[src/rtl/proc_ctrl_pkg.sv]
// Shared encodings for the processor run controller: states, command opcodes,
// stop causes and the default program-end instruction word.
package proc_ctrl_pkg;

    typedef enum logic [1:0] {
        StHold    = 2'd0,
        StStopped = 2'd1,
        StRun     = 2'd2,
        StStep    = 2'd3
    } run_state_e;

    typedef enum logic [1:0] {
        CmdRun      = 2'd0,
        CmdStep     = 2'd1,
        CmdHalt     = 2'd2,
        CmdResetCpu = 2'd3
    } cmd_op_e;

    typedef enum logic [1:0] {
        CauseCmd      = 2'd0,
        CauseBreak    = 2'd1,
        CauseHaltInsn = 2'd2,
        CauseBudget   = 2'd3
    } halt_cause_e;

    // beq $0,$0,-1 : a branch to itself marks the end of a program
    localparam logic [31:0] HaltWordDefault = 32'h1000FFFF;

endpackage

[src/rtl/budget_counter.sv]
// Loadable 32-bit instruction budget down-counter. A zero load value means
// "unlimited", which the limited flag records; decrements only count when limited.
module budget_counter (
    input  logic        clk_i,
    input  logic        rst_i,
    input  logic        clear_i,
    input  logic        load_i,
    input  logic [31:0] load_value_i,
    input  logic        dec_i,
    output logic        limited_o,
    output logic        zero_o
);

    logic [31:0] budget_q;
    logic        limited_q;

    always_ff @(posedge clk_i) begin
        if (rst_i || clear_i) begin
            budget_q  <= 32'd0;
            limited_q <= 1'b0;
        end else if (load_i) begin
            budget_q  <= load_value_i;
            limited_q <= (load_value_i != 32'd0);
        end else if (dec_i && limited_q && (budget_q != 32'd0)) begin
            budget_q <= budget_q - 32'd1;
        end
    end

    assign limited_o = limited_q;
    assign zero_o    = (budget_q == 32'd0);

endmodule

[src/rtl/proc_run_ctrl.sv]
// Run controller for the single-cycle processor: holds the core in reset, then
// sequences free/bounded runs and single steps, and counts retired instructions.
module proc_run_ctrl
    import proc_ctrl_pkg::*;
#(
    parameter int unsigned RESET_CYCLES = 2,
    parameter logic [31:0] HALT_WORD    = HaltWordDefault
) (
    input  logic        clk,
    input  logic        start_up,
    input  logic        cmd_valid,
    output logic        cmd_ready,
    input  logic [1:0]  cmd_op,
    input  logic [31:0] cmd_arg,
    input  logic [31:0] pc,
    input  logic [31:0] instruction,
    input  logic        bp_en,
    input  logic [31:0] bp_addr,
    output logic        cpu_start_up,
    output logic        cpu_en,
    output logic [1:0]  state,
    output logic [1:0]  halt_cause,
    output logic [31:0] retired
);

    localparam int unsigned HoldW = (RESET_CYCLES > 1) ? $clog2(RESET_CYCLES) : 1;
    localparam logic [HoldW-1:0] HoldInit = HoldW'(RESET_CYCLES - 1);

    run_state_e     state_q;
    logic [HoldW-1:0] hold_q;
    logic [31:0]    retired_q;
    halt_cause_e    halt_cause_q;
    logic           skip_bp_q;

    logic           cmd_fire;
    logic           reset_cmd;
    logic           halt_cmd;
    logic           halt_insn;
    logic           bp_hit;
    logic           budget_hit;
    logic           stop;
    halt_cause_e    stop_cause;
    logic           budget_limited;
    logic           budget_zero;
    logic           budget_load;

    assign cmd_ready    = (state_q != StHold);
    assign cpu_start_up = (state_q == StHold);
    assign cmd_fire     = cmd_valid && cmd_ready;

    assign reset_cmd  = cmd_fire && (cmd_op == CmdResetCpu);
    assign halt_cmd   = cmd_fire && (cmd_op == CmdHalt);
    assign halt_insn  = (instruction == HALT_WORD);
    assign bp_hit     = bp_en && (pc == bp_addr) && !skip_bp_q;
    assign budget_hit = budget_limited && budget_zero;

    always_comb begin
        stop       = 1'b1;
        stop_cause = CauseCmd;
        if (halt_cmd) begin
            stop_cause = CauseCmd;
        end else if (halt_insn) begin
            stop_cause = CauseHaltInsn;
        end else if (bp_hit) begin
            stop_cause = CauseBreak;
        end else if (budget_hit) begin
            stop_cause = CauseBudget;
        end else begin
            stop = 1'b0;
        end
    end

    // A core reset or RESET_CPU in the same cycle suppresses retirement.
    always_comb begin
        cpu_en = 1'b0;
        case (state_q)
            StRun:   cpu_en = !stop;
            StStep:  cpu_en = 1'b1;
            default: cpu_en = 1'b0;
        endcase
        if (start_up || reset_cmd) begin
            cpu_en = 1'b0;
        end
    end

    assign budget_load = (state_q == StStopped) && cmd_fire && (cmd_op == CmdRun);

    budget_counter u_budget_counter (
        .clk_i        (clk),
        .rst_i        (start_up),
        .clear_i      (reset_cmd),
        .load_i       (budget_load),
        .load_value_i (cmd_arg),
        .dec_i        (cpu_en && (state_q == StRun)),
        .limited_o    (budget_limited),
        .zero_o       (budget_zero)
    );

    always_ff @(posedge clk) begin
        if (start_up) begin
            state_q      <= StHold;
            hold_q       <= HoldInit;
            retired_q    <= 32'd0;
            halt_cause_q <= CauseCmd;
            skip_bp_q    <= 1'b0;
        end else if (reset_cmd) begin
            state_q      <= StHold;
            hold_q       <= HoldInit;
            retired_q    <= 32'd0;
            halt_cause_q <= CauseCmd;
            skip_bp_q    <= 1'b0;
        end else begin
            if (cpu_en) begin
                retired_q <= retired_q + 32'd1;
            end
            case (state_q)
                StHold: begin
                    if (hold_q == '0) begin
                        state_q <= StStopped;
                    end else begin
                        hold_q <= hold_q - HoldW'(1);
                    end
                end
                StStopped: begin
                    if (cmd_fire && (cmd_op == CmdRun)) begin
                        state_q   <= StRun;
                        skip_bp_q <= 1'b1;
                    end else if (cmd_fire && (cmd_op == CmdStep)) begin
                        state_q <= StStep;
                    end
                end
                StRun: begin
                    if (stop) begin
                        state_q      <= StStopped;
                        halt_cause_q <= stop_cause;
                    end else begin
                        skip_bp_q <= 1'b0;
                    end
                end
                StStep: begin
                    state_q <= StStopped;
                end
                default: begin
                    state_q <= StHold;
                end
            endcase
        end
    end

    assign state      = state_q;
    assign halt_cause = halt_cause_q;
    assign retired    = retired_q;

endmodule

[config.mk]
export PLATFORM = sky130hd
export DESIGN_NAME = proc_run_ctrl
export DESIGN_NICKNAME = d
export VERILOG_FILES = /design/src/rtl/proc_ctrl_pkg.sv /design/src/rtl/budget_counter.sv /design/src/rtl/proc_run_ctrl.sv
export SDC_FILE = /design/constraint.sdc
export NUM_CORES = 1
export LEC_CHECK = 0
export CAP_MARGIN = 30
export CORE_MARGIN = 2
export CORE_UTILIZATION = 48
export DETAILED_ROUTE_END_ITERATION = 12
export GPL_TIMING_DRIVEN = 0
export PLACE_DENSITY = 0.92
export SLEW_MARGIN = 0
export SYNTH_ARGS = -nofsm -noshare
export SYNTH_HDL_FRONTEND = slang
export SYNTH_SLANG_ARGS = --single-unit
[constraint.sdc]
create_clock -name clk -period 6.4 [get_ports clk]
set_input_delay 1.28 -clock clk [delete_from_list [all_inputs] [get_ports clk]]
set_output_delay 1.28 -clock clk [all_outputs]
set_load 0.02 [all_outputs]
==> reports/results.tsv, run 1 <==
stage	metric	value	unit
outcome	status	finished clean	
yosys	Synth top area share	31.6	%
power_and_ir_drop	power consumption	1.13	mW
yosys	Mean Syn Cell Area	8.08	µm²
grt	number of antenna violations at the first check in global routing	0	
yosys	register area share after synthesis	31.6	%
place	Post-DP HPWL	12000	µm
routing	WL per Instance	18.1	µm
yosys	synthesis-stage register bit count	71	
timing	PnR worst setup slack	1.12	ns
routing	Residual DRC	0	
worst_setup_path	WP data required	5.12	ns
timing	final setup TNS	0	ns
worst_setup_path	Crit. End Element	output pin	
floorplan	Die X	101	µm
worst_setup_path	CP arrival	4.00	ns
worst_setup_path	Startpoint Class	input port	
clocking	CTS tree	done	
yosys	Synth Flop Type	dfxtp_1	
yosys	Syn Inst Count	557	
worst_setup_path	R2R Setup Slk	3.65	ns
routing	1st-pass router iterations	5	
clocking	CTS Sinks	71	
worst_setup_path	worst-path fanout max	10	
timing	fin crit share	82.6	%
timing	measured slew at the worst slew-check pin	0.823	ns
routing	met3 wire length	1430	µm
worst_setup_path	CP Class	input port to output pin	
yosys	dominant cell type by area after synthesis	dfxtp_1	
clocking	hold_buf cts	0	
routing	met2 wire length	7420	µm
timing	RSZ-0062 raised after global routing	false	
clocking	Root Driver	clkbuf_8	
timing	final critical path time including I/O delays and setup	5.28	ns
cells_and_area	# nets final	877	
worst_setup_path	Setup crit start	bp_addr[0]	
clocking	Max clock buf depth	2	
timing	Fin. Hold Viols	0	
routing	Via density	6.11	
routing	highest metal used	met4	
power_and_ir_drop	Peak VDD IR	0.125	mV
worst_setup_path	crit path capture	cpu_en	
floorplan	row count	35	
timing	relative slew slack	45.2	%
clocking	Clock Pin Slew Worst Setup and Hold Paths	0.08	ns
floorplan	die extent in y	101	µm
place	Buffers on Ports	172	
clocking	cells resized by post-CTS repair	0	
grt	total global routing overflow	0	
yosys	Synth Warn #	0	
yosys	main area contributors after synthesis	dfxtp_1 32%, xnor2_1 7.2%, a21oi_1 5.0%	
grt	Total GRT Usage	29.8	%
yosys	syn nets	694	
cells_and_area	fin util	72.0	%
routing	1st-iter DRT viols	414	
flow_run	Max Cap Viol	0	
floorplan	Die ar.	0.0102	mm²
routing	antenna-violating nets left	0	
worst_setup_path	reg-to-reg startpoint	state[0]	
hold_path	Min-Delay Path Class	flip-flop to flip-flop	
timing	final hold slack	0.448	ns
power_and_ir_drop	Leakage Power	2.16	nW
place	gpl congestion	0.935	
floorplan	Initial Util	49.1	%
clocking	CTS buffer count	9	
power_and_ir_drop	Pwr Density	171	mW/mm²
routing	Routed WL	15500	µm
floorplan	Ports	173	
timing	Finish-stage setup viols	0	
clocking	Clk Latency, worst-skew pair	0.36	ns
clocking	H-tree depth	3	
grt	global-route wire length before repair	24100	µm
routing	detailed-route via count	5228	
timing	FMAX	189	MHz
yosys	Post-synth EDFFs	0	
grt	largest net degree at the start of global routing	13	
cells_and_area	# diodes	0	
routing	Met1 Wirelength	6210	µm
clocking	Post-CTS Setup Inserts	0	
grt	vias in the first global route	5030	
cells_and_area	Area Growth Syn to Fin	46.5	%
worst_setup_path	RR Endpoint	u_budget_counter.budget_q[6]	
yosys	ys async rst share	0	%
floorplan	core area	0.00915	mm²
yosys	post-synthesis cell type count	55	
place	pre-CTS WS	1.09	ns
timing	Pins Over Slew Limit	0	
cells_and_area	share of cells above drive strength 1	6.71	%
yosys	synthesized cell area	0.00450	mm²
timing	Clock Skews	0.0119	ns
worst_setup_path	R2R depth	7	
cell type report:
class | count | area, µm²
multi-input combinational | 443 | 2870
fill | 703 | 2560
timing repair buffer | 172 | 1720
sequential | 71 | 1420
clock buffer | 11 | 151
buffer | 28 | 148
tap | 111 | 139
clock inverter | 5 | 80.1
inverter | 15 | 56.3
flip-flops by register name (all words and copies together), names as in the netlist:
signal                      count
u_budget_counter.budget_q      32
hold_q                          1
retired                        32
halt_cause                      2
u_budget_counter.limited_o      1
state                           2
skip_bp_q                       1
report_power, final:
part | internal [mW] | switching, mW
logic | 0.132 | 0.112
clock network | 0.240 | 0.184
registers | 0.450 | 0.00770
total | 0.822 | 0.304
cells in the mapped netlist (all sizes together), types with 14 or more instances:
library cell / n
o21ai: 40
nand2: 36
or4: 21
a21oi: 52
o31ai: 14
nor2: 27
xor2: 19
nand2b: 14
nand3: 27
nand4: 37
dfxtp: 71
xnor2: 37
clkbuf: 20
nor4: 22
inv: 15
kinds of logic after synthesis:
| kind of cell | count (synthesis) | synth area share (%) |
|---|---|---|
| buf+inv | 43 | 4.53 |
| flops | 71 | 31.6 |
| xor+xnor | 56 | 10.9 |
| fa+ha+maj | 3 | 0.835 |
| mux | 3 | 0.668 |
| simple gates | 251 | 33.6 |
| compound gates | 130 | 17.8 |
per-layer routing:
layer  up-vias  GRT usage (%)
met5         -              0
met4         0           13.5
met3        40           6.38
met2       273           50.4
met1      2449           36.3
li1       2466              -
how the worst min path moves through the flow:
stage            from        to  slack, ns  cells after the start
2_1_floorplan  hold_q  state[0]       0.41                      1
3_3_place_gp   hold_q  state[0]       0.42                      1
3_5_place_dp   hold_q  state[0]       0.43                      1
4_1_cts        hold_q  state[0]       0.45                      1
5_1_grt        hold_q  state[0]       0.49                      1
6_report       hold_q  state[0]       0.45                      1
layout by cell type, fill, tap and decap left out, types with 3 or more instances in the layout:
master,Yosys,routed
xnor2_1,37,37
and4_1,3,3
or3_1,13,13
nand3_1,27,27
clkdlybuf4s50_1,0,172
dfxtp_1,71,71
clkbuf_1,20,20
a211oi_1,4,4
nor3_1,13,13
or2_2,6,6
o21ai_1,10,10
nand4_1,35,35
and2_1,4,4
a21oi_1,45,45
inv_1,15,15
or4_1,19,19
nand2b_1,14,14
buf_6,3,3
nand2_1,36,36
o31ai_1,14,14
nor4_1,18,18
nor2_1,27,27
nand4b_1,4,4
a21o_1,4,4
ha_1,3,3
xor2_1,19,19
buf_2,3,3
and3_1,7,7
mux2i_1,3,3
nor4b_1,8,8
clkbuf_8,0,11
o21ai_0,30,30
a21oi_2,6,6
o211ai_1,4,4
per-stage QoR:
step / std cells / area, µm²
2_1_floorplan: 557 / 4500
3_3_place_gp: 840 / 6360
3_5_place_dp: 840 / 6360
4_1_cts: 856 / 6590
5_1_grt: 856 / 6590
6_report: 856 / 6590
critical path: stages:
cell             delay [ns]
clkdlybuf4s50_1        0.46
xnor2_1                0.23
nand4_1                0.12
nor4_1                 0.35
nand4b_1               0.33
a21oi_4                0.28
buf_6                  0.19
buf_12                 0.13
nor3_1                 0.05
clkdlybuf4s50_1        0.56
(Power assumes the default switching activity.)
==> run 2: changes to the inputs <==
CORE_UTILIZATION = 45   (was 48)
PLACE_DENSITY = 0.87   (was 0.92)
clock period = 5 ns   (was 6.4 ns; I/O delays follow)
==> run 2 against run 1 <==
Effect of this change: combinational power is 28% higher; sequential share of layout area is 0.053 points higher; utilization is 4.4 points lower; count of clock-buffer cells in the layout is 1 lower; first-iteration DRC count is 21% lower; critical path depth stayed put; sequential power is 28% higher; clock power is 5.0% higher; critical endpoint unchanged; highest routed layer unchanged.
==> reports/results.tsv, run 2 (same netlist as run 1, synthesis figures left out) <==
stage	metric	value	unit	change
outcome	status	finished clean		
grt	largest net degree at the start of global routing	15		+2
clocking	Root Driver	clkbuf_8		
worst_setup_path	R2R depth	11		+4
grt	vias in the first global route	5168		+2.7%
worst_setup_path	R2R Setup Slk	2.30	ns	-1.35 ns
cells_and_area	# nets final	877		unchanged
cells_and_area	most frequent cells in the layout	172 x clkdlybuf4s50_1, 71 x dfxtp_1, 45 x a21oi_1		
timing	Fin. Hold Viols	0		unchanged
place	placed cell count	862		+2.6%
floorplan	die extent in y	104	µm	+3.1%
cells_and_area	# diodes	0		unchanged
worst_setup_path	WP data required	4.00	ns	-1.12 ns
cells_and_area	Area Growth Syn to Fin	46.1	%	
routing	Routed WL	15700	µm	+1.3%
floorplan	core area	0.00973	mm²	+6.3%
timing	final setup TNS	0	ns	unchanged
timing	FMAX	208	MHz	
hold_path	hold path depth	1		unchanged
grt	number of antenna violations at the first check in global routing	0		unchanged
grt	total global routing overflow	0		unchanged
floorplan	Initial Util	46.2	%	-2.9 points
timing	final critical path time including I/O delays and setup	4.80	ns	
worst_setup_path	RR Endpoint	retired[13]		
power_and_ir_drop	Pwr Density	205	mW/mm²	+20%
clocking	CTS tree	done		
clocking	H-tree depth	3		unchanged
worst_setup_path	reg-to-reg startpoint	u_budget_counter.budget_q[0]		
routing	Residual DRC	0		unchanged
grt	global-route wire length before repair	25400	µm	+5.8%
worst_setup_path	critical path's slowest cell	clkdlybuf4s50_1		
clocking	CTS buffer count	9		unchanged
worst_setup_path	most used cell, CP	clkdlybuf4s50_1		
worst_setup_path	Startpoint Class	input port		
power_and_ir_drop	power consumption	1.34	mW	+19%
cells_and_area	# fillers	832		+18%
floorplan	row count	36		+2.9%
worst_setup_path	CP Class	input port to output pin		
hold_path	end of the worst hold path	state[0]		
timing	final hold slack	0.447	ns	-0.000487 ns
timing	Pins Over Slew Limit	0		unchanged
clocking	cells resized by post-CTS repair	0		unchanged
worst_setup_path	CP peak stage delay	0.60	ns	+0.04 ns
clocking	Max clock buf depth	2		unchanged
timing	measured slew at the worst slew-check pin	0.826	ns	+0.00375 ns
power_and_ir_drop	Leakage Power	2.14	nW	-1.0%
hold_path	Min-Delay Path Class	flip-flop to flip-flop		
place	Buffers on Ports	172		unchanged
timing	RSZ-0062 raised after global routing	false		
floorplan	Die ar.	0.0108	mm²	+6.4%
place	gpl congestion	0.951		+1.7%
clocking	CTS Sinks	71		unchanged
routing	antenna-violating nets left	0		unchanged
timing	Clock Skews	0.0217	ns	+0.00980 ns
worst_setup_path	Crit. End Element	output pin		
flow_run	Max Cap Viol	0		unchanged
routing	WL per Instance	17.9	µm	-1.2%
cells_and_area	share of cells above drive strength 1	6.71	%	unchanged
floorplan	Ports	173		unchanged
floorplan	Die X	104	µm	+3.1%
worst_setup_path	worst-path fanout max	10		unchanged
worst_setup_path	critical path cell sequence	clkdlybuf4s50_1, xnor2_1, nand4_1, nor4_1, nand4b_1, a21oi_4, buf_6, buf_12, nor3_1, clkdlybuf4s50_1		
routing	1st-pass router iterations	5		unchanged
cells_and_area	Final Instance Count excl. Fillers	878		+2.6%
clocking	Clock Pin Slew Worst Setup and Hold Paths	0.08	ns	about the same
clocking	Clk Latency, worst-skew pair	0.36	ns	about the same
worst_setup_path	CP arrival	3.80	ns	-0.20 ns
timing	Finish-stage setup viols	0		unchanged
routing	detailed-route via count	5214		-0.27%
clocking	hold_buf cts	0		unchanged
hold_path	Hold Startpoint	hold_q		
routing	Via density	5.94		-2.8%
cells_and_area	most common cell after layout, fill and taps aside	clkdlybuf4s50_1		
grt	Total GRT Usage	28.7	%	-1.2 points
timing	fin crit share	96.0	%	
timing	relative slew slack	44.4	%	-0.76 points
place	Post-DP HPWL	12200	µm	+1.8%
routing	1st-iter DRT viols	329		-21%
clocking	Post-CTS Setup Inserts	0		unchanged
power_and_ir_drop	Peak VDD IR	0.122	mV	-2.3%
-- run 2: cell count changes in the layout (fill, tap and decap cells not counted) --
cell	before	now
clkbuf_8	11	10
clkinv_2	1	0
inv_6	0	3
clkinv_4	0	1
bufinv_16	2	0
-- run 2: metal layers --
metal | GRT usage [%] | wire, µm | vias up
met5 | 0 | 0 | -
met4 | 10.4 | 404 | 0
met3 | 6.95 | 1290 | 33
met2 | 49.0 | 7580 | 257
met1 | 35.0 | 6410 | 2456
li1 | - | - | 2468
-- run 2: final cells by class --
type                       instances  area (µm²)  area share, %
buffer                            28         148           2.25
clock buffer                      10         138           2.09
clock inverter                     6        50.0          0.761
inverter                          15        56.3          0.856
multi-input combinational        443        2870           43.7
sequential                        71        1420           21.6
tap                              133         166           2.53
timing repair buffer             172        1720           26.2
-- run 2: stage by stage --
stage / utilization, % / setup WS [ns] / instance area (µm²)
final: 67.6 / 0.199 / 6570
after detailed placement: 65.6 / 0.197 / 6390
after global routing: 67.6 / 0.0300 / 6570
after CTS: 67.6 / 0.198 / 6570
after floorplan: - / 1.44 / 4500
after global placement: 65.6 / 0.251 / 6390
-- run 2: where the power goes --
part | internal (mW) | leakage (nW) | total (mW) | switching, mW
Sequential | 0.576 | 0.574 | 0.586 | 0.0102
Combinational | 0.169 | 1.47 | 0.313 | 0.145
Clock | 0.200 | 0.0899 | 0.445 | 0.246
-- run 2: how the worst max path moves through the flow --
stage | from | endpoint | slack [ns] | cells after the start
CTS | bp_addr[12] | cpu_en | 0.20 | 10
global route | bp_addr[12] | cpu_en | 0.03 | 10
global placement | bp_addr[12] | cpu_en | 0.25 | 10
floorplan | instruction[28] | cpu_en | 1.44 | 8
finish | bp_addr[12] | cpu_en | 0.20 | 10
detailed placement | bp_addr[12] | cpu_en | 0.20 | 10
-- run 2: critical path, delay by kind of cell --
| kind | cells | cell delay (ns) |
|---|---|---|
| xor+xnor | 1 | 0.31 |
| buf+inv | 4 | 1.36 |
| compound gates | 1 | 0.26 |
| simple gates | 4 | 0.86 |
==> run 3: changes to the inputs <==
ABC_AREA = 1   (was unset)
CORE_MARGIN = unset   (was 2)
CORE_UTILIZATION = 47   (was 45)
==> run 3 against run 2 <==
Effect of this change: clock skew shrank 0.014 ns; sequential power grew 0.9%; worst setup slack gained 0.27 ns; synthesized cell count grew 63%; global-route usage grew 1.4 points; largest cell class unchanged; highest routed layer unchanged.
==> reports/results.tsv, run 3 <==
stage	metric	value	unit	change
timing	fin crit share	90.7	%	-5.3 points
timing	FMAX	221	MHz	+5.9%
routing	1st-pass router iterations	7		+2
worst_setup_path	critical path's slowest cell	clkdlybuf4s50_1		
yosys	Synth Warn #	0		unchanged
outcome	status	finished clean		
power_and_ir_drop	Peak VDD IR	0.211	mV	+74%
grt	largest net degree at the start of global routing	13		-2
cells_and_area	share of cells above drive strength 1	5.12	%	-1.6 points
worst_setup_path	critical path cell sequence	clkdlybuf4s50_1, inv_1, nand2_1, o21ai_0, nor2_1, nand3_1, nor2_1, nand3_1, nand4_4, nand2_4, nand2_2, inv_1, clkdlybuf4s50_1		
worst_setup_path	crit path capture	cpu_en		
place	gpl congestion	0.953		+0.26%
timing	final critical path time including I/O delays and setup	4.53	ns	-0.267 ns
clocking	CTS buffer count	9		unchanged
yosys	dominant cell type by area after synthesis	dfxtp_1		
yosys	post-synthesis cell type count	41		-25%
grt	global-route wire length before repair	27500	µm	+7.9%
clocking	Max clock buf depth	2		unchanged
routing	WL per Instance	14.3	µm	-20%
worst_setup_path	Setup crit start	bp_addr[17]		
clocking	Root Driver	clkbuf_8		
worst_setup_path	CP peak stage delay	0.57	ns	-0.03 ns
grt	vias in the first global route	5896		+14%
clocking	Clock Pin Slew Worst Setup and Hold Paths	0.07	ns	about the same
grt	Total GRT Usage	30.1	%	+1.4 points
routing	Residual DRC	0		unchanged
yosys	top-count cell post-synth	nand2_1		
cells_and_area	most frequent cells in the layout	246 x nand2_1, 172 x clkdlybuf4s50_1, 144 x nor2_1		
routing	antenna-violating nets left	0		unchanged
timing	Pins Over Slew Limit	0		unchanged
worst_setup_path	Crit. End Element	output pin		
timing	Clock Skews	0.00805	ns	-0.0137 ns
grt	number of antenna violations at the first check in global routing	0		unchanged
yosys	register area share after synthesis	26.8	%	-4.8 points
clocking	H-tree depth	3		unchanged
yosys	Synth top area share	26.8	%	-4.8 points
floorplan	Die ar.	0.0117	mm²	+8.2%
power_and_ir_drop	Pwr Density	215	mW/mm²	+5.1%
routing	Routed WL	17600	µm	+12%
yosys	main area contributors after synthesis	dfxtp_1 27%, nand2_1 17%, nor2_1 10%		
worst_setup_path	CP Class	input port to output pin		
yosys	synthesis-stage register bit count	71		unchanged
worst_setup_path	RR Endpoint	u_budget_counter.limited_o		
yosys	Synth Flop Type	dfxtp_1		
routing	Via density	5.29		-11%
power_and_ir_drop	Leakage Power	3.17	nW	+48%
grt	total global routing overflow	0		unchanged
place	Post-DP HPWL	14200	µm	+16%
worst_setup_path	reg-to-reg startpoint	state[0]		
clocking	cells resized by post-CTS repair	0		unchanged
yosys	Syn Inst Count	906		+63%
floorplan	Die X	108	µm	+4.0%
yosys	ys async rst share	0	%	unchanged
floorplan	row count	38		+5.6%
cells_and_area	# diodes	0		unchanged
timing	final hold slack	0.473	ns	+0.0256 ns
yosys	synthesized cell area	0.00530	mm²	+18%
worst_setup_path	WP data required	4.00	ns	about the same
worst_setup_path	R2R Setup Slk	2.66	ns	+0.36 ns
timing	measured slew at the worst slew-check pin	0.605	ns	-0.221 ns
timing	Finish-stage setup viols	0		unchanged
timing	RSZ-0062 raised after global routing	false		
floorplan	die extent in y	108	µm	+4.0%
timing	final setup TNS	0	ns	unchanged
yosys	Mean Syn Cell Area	5.85	µm²	-28%
timing	Fin. Hold Viols	0		unchanged
clocking	Clk Latency, worst-skew pair	0.35	ns	about the same
yosys	syn nets	1043		+50%
floorplan	Initial Util	48.6	%	+2.4 points
cells_and_area	most common cell after layout, fill and taps aside	nand2_1		
worst_setup_path	worst-path fanout max	9		-1
floorplan	core area	0.0109	mm²	+12%
hold_path	Min-Delay Path Class	flip-flop to flip-flop		
worst_setup_path	R2R depth	8		-3
timing	relative slew slack	59.3	%	+15 points
cells_and_area	Area Growth Syn to Fin	39.9	%	
routing	1st-iter DRT viols	522		+59%
yosys	Post-synth EDFFs	0		unchanged
clocking	CTS tree	done		
flow_run	Max Cap Viol	0		unchanged
yosys	Synth top cells by count	246 x nand2_1, 144 x nor2_1, 110 x inv_1		
floorplan	Ports	173		unchanged
cells_and_area	fin util	68.1	%	+0.51 points
clocking	hold_buf cts	0		unchanged
worst_setup_path	CP arrival	3.53	ns	-0.27 ns
worst_setup_path	Startpoint Class	input port		
cells_and_area	# nets final	1226		+40%
place	Buffers on Ports	172		unchanged
clocking	CTS Sinks	71		unchanged
routing	detailed-route via count	6524		+25%
clocking	Post-CTS Setup Inserts	0		unchanged
## run 3: critical path: cells and delay by family
family          cells  cell delay, ns
buf+inv             4            1.26
simple gates        8            1.19
compound gates      1            0.08
## run 3: how the worst min path moves through the flow
stage | from | end | slack [ns] | depth (start not counted)
finish | halt_cause[0] | halt_cause[0] | 0.47 | 2
global placement | halt_cause[0] | halt_cause[0] | 0.45 | 2
floorplan | hold_q | hold_q | 0.45 | 2
detailed placement | halt_cause[0] | halt_cause[0] | 0.46 | 2
CTS | halt_cause[0] | halt_cause[0] | 0.48 | 2
global route | halt_cause[0] | halt_cause[0] | 0.53 | 2
## run 3: final cells by class
type                    instances  area, µm²
clock buffers                  10        138
flip-flops and latches         71       1420
multi-input cells             697       3320
fillers                       971       3480
clock inverters                 5       81.3
repair buffers                172       1720
plain buffers                  24        124
well taps                     140        175
inverters                     114        428
## run 3: cell families after synthesis
group,Yosys count,synth area share [%]
buffers and inverters,138,10.4
xor gates and xnor gates,28,4.63
adders and majority gates,3,0.709
AOI/OAI and AO/OA,105,10.5
DFF,71,26.8
and+or+nand+nor,561,46.9
## run 3: layer usage
layer  track usage (%)  vias to the layer above  wire [µm]
li1                  -                     3307          -
met1              35.7                     2887       7050
met2              53.1                      291       8480
met3              5.00                       39       1570
met4              13.2                        0        511
met5                 0                        -          0
## run 3: power breakdown
| part | leakage (nW) | switching (mW) | internal, mW |
|---|---|---|---|
| Combinational | 2.49 | 0.253 | 0.225 |
| Clock | 0.109 | 0.232 | 0.293 |
| Sequential | 0.573 | 0.0147 | 0.577 |
| Total | 3.17 | 0.500 | 1.09 |
## run 3: per-stage QoR
step / std cells / setup WS, ns / total power, mW / area [µm²]
6_report: 1233 / 0.466 / 1.59 / 7410
5_1_grt: 1233 / 0.195 / 1.68 / 7410
4_1_cts: 1233 / 0.400 / 1.60 / 7410
3_5_place_dp: 1218 / 0.416 / 1.07 / 7190
3_3_place_gp: 1218 / 0.433 / 1.07 / 7190
2_1_floorplan: 906 / 1.84 / 0.881 / 5300
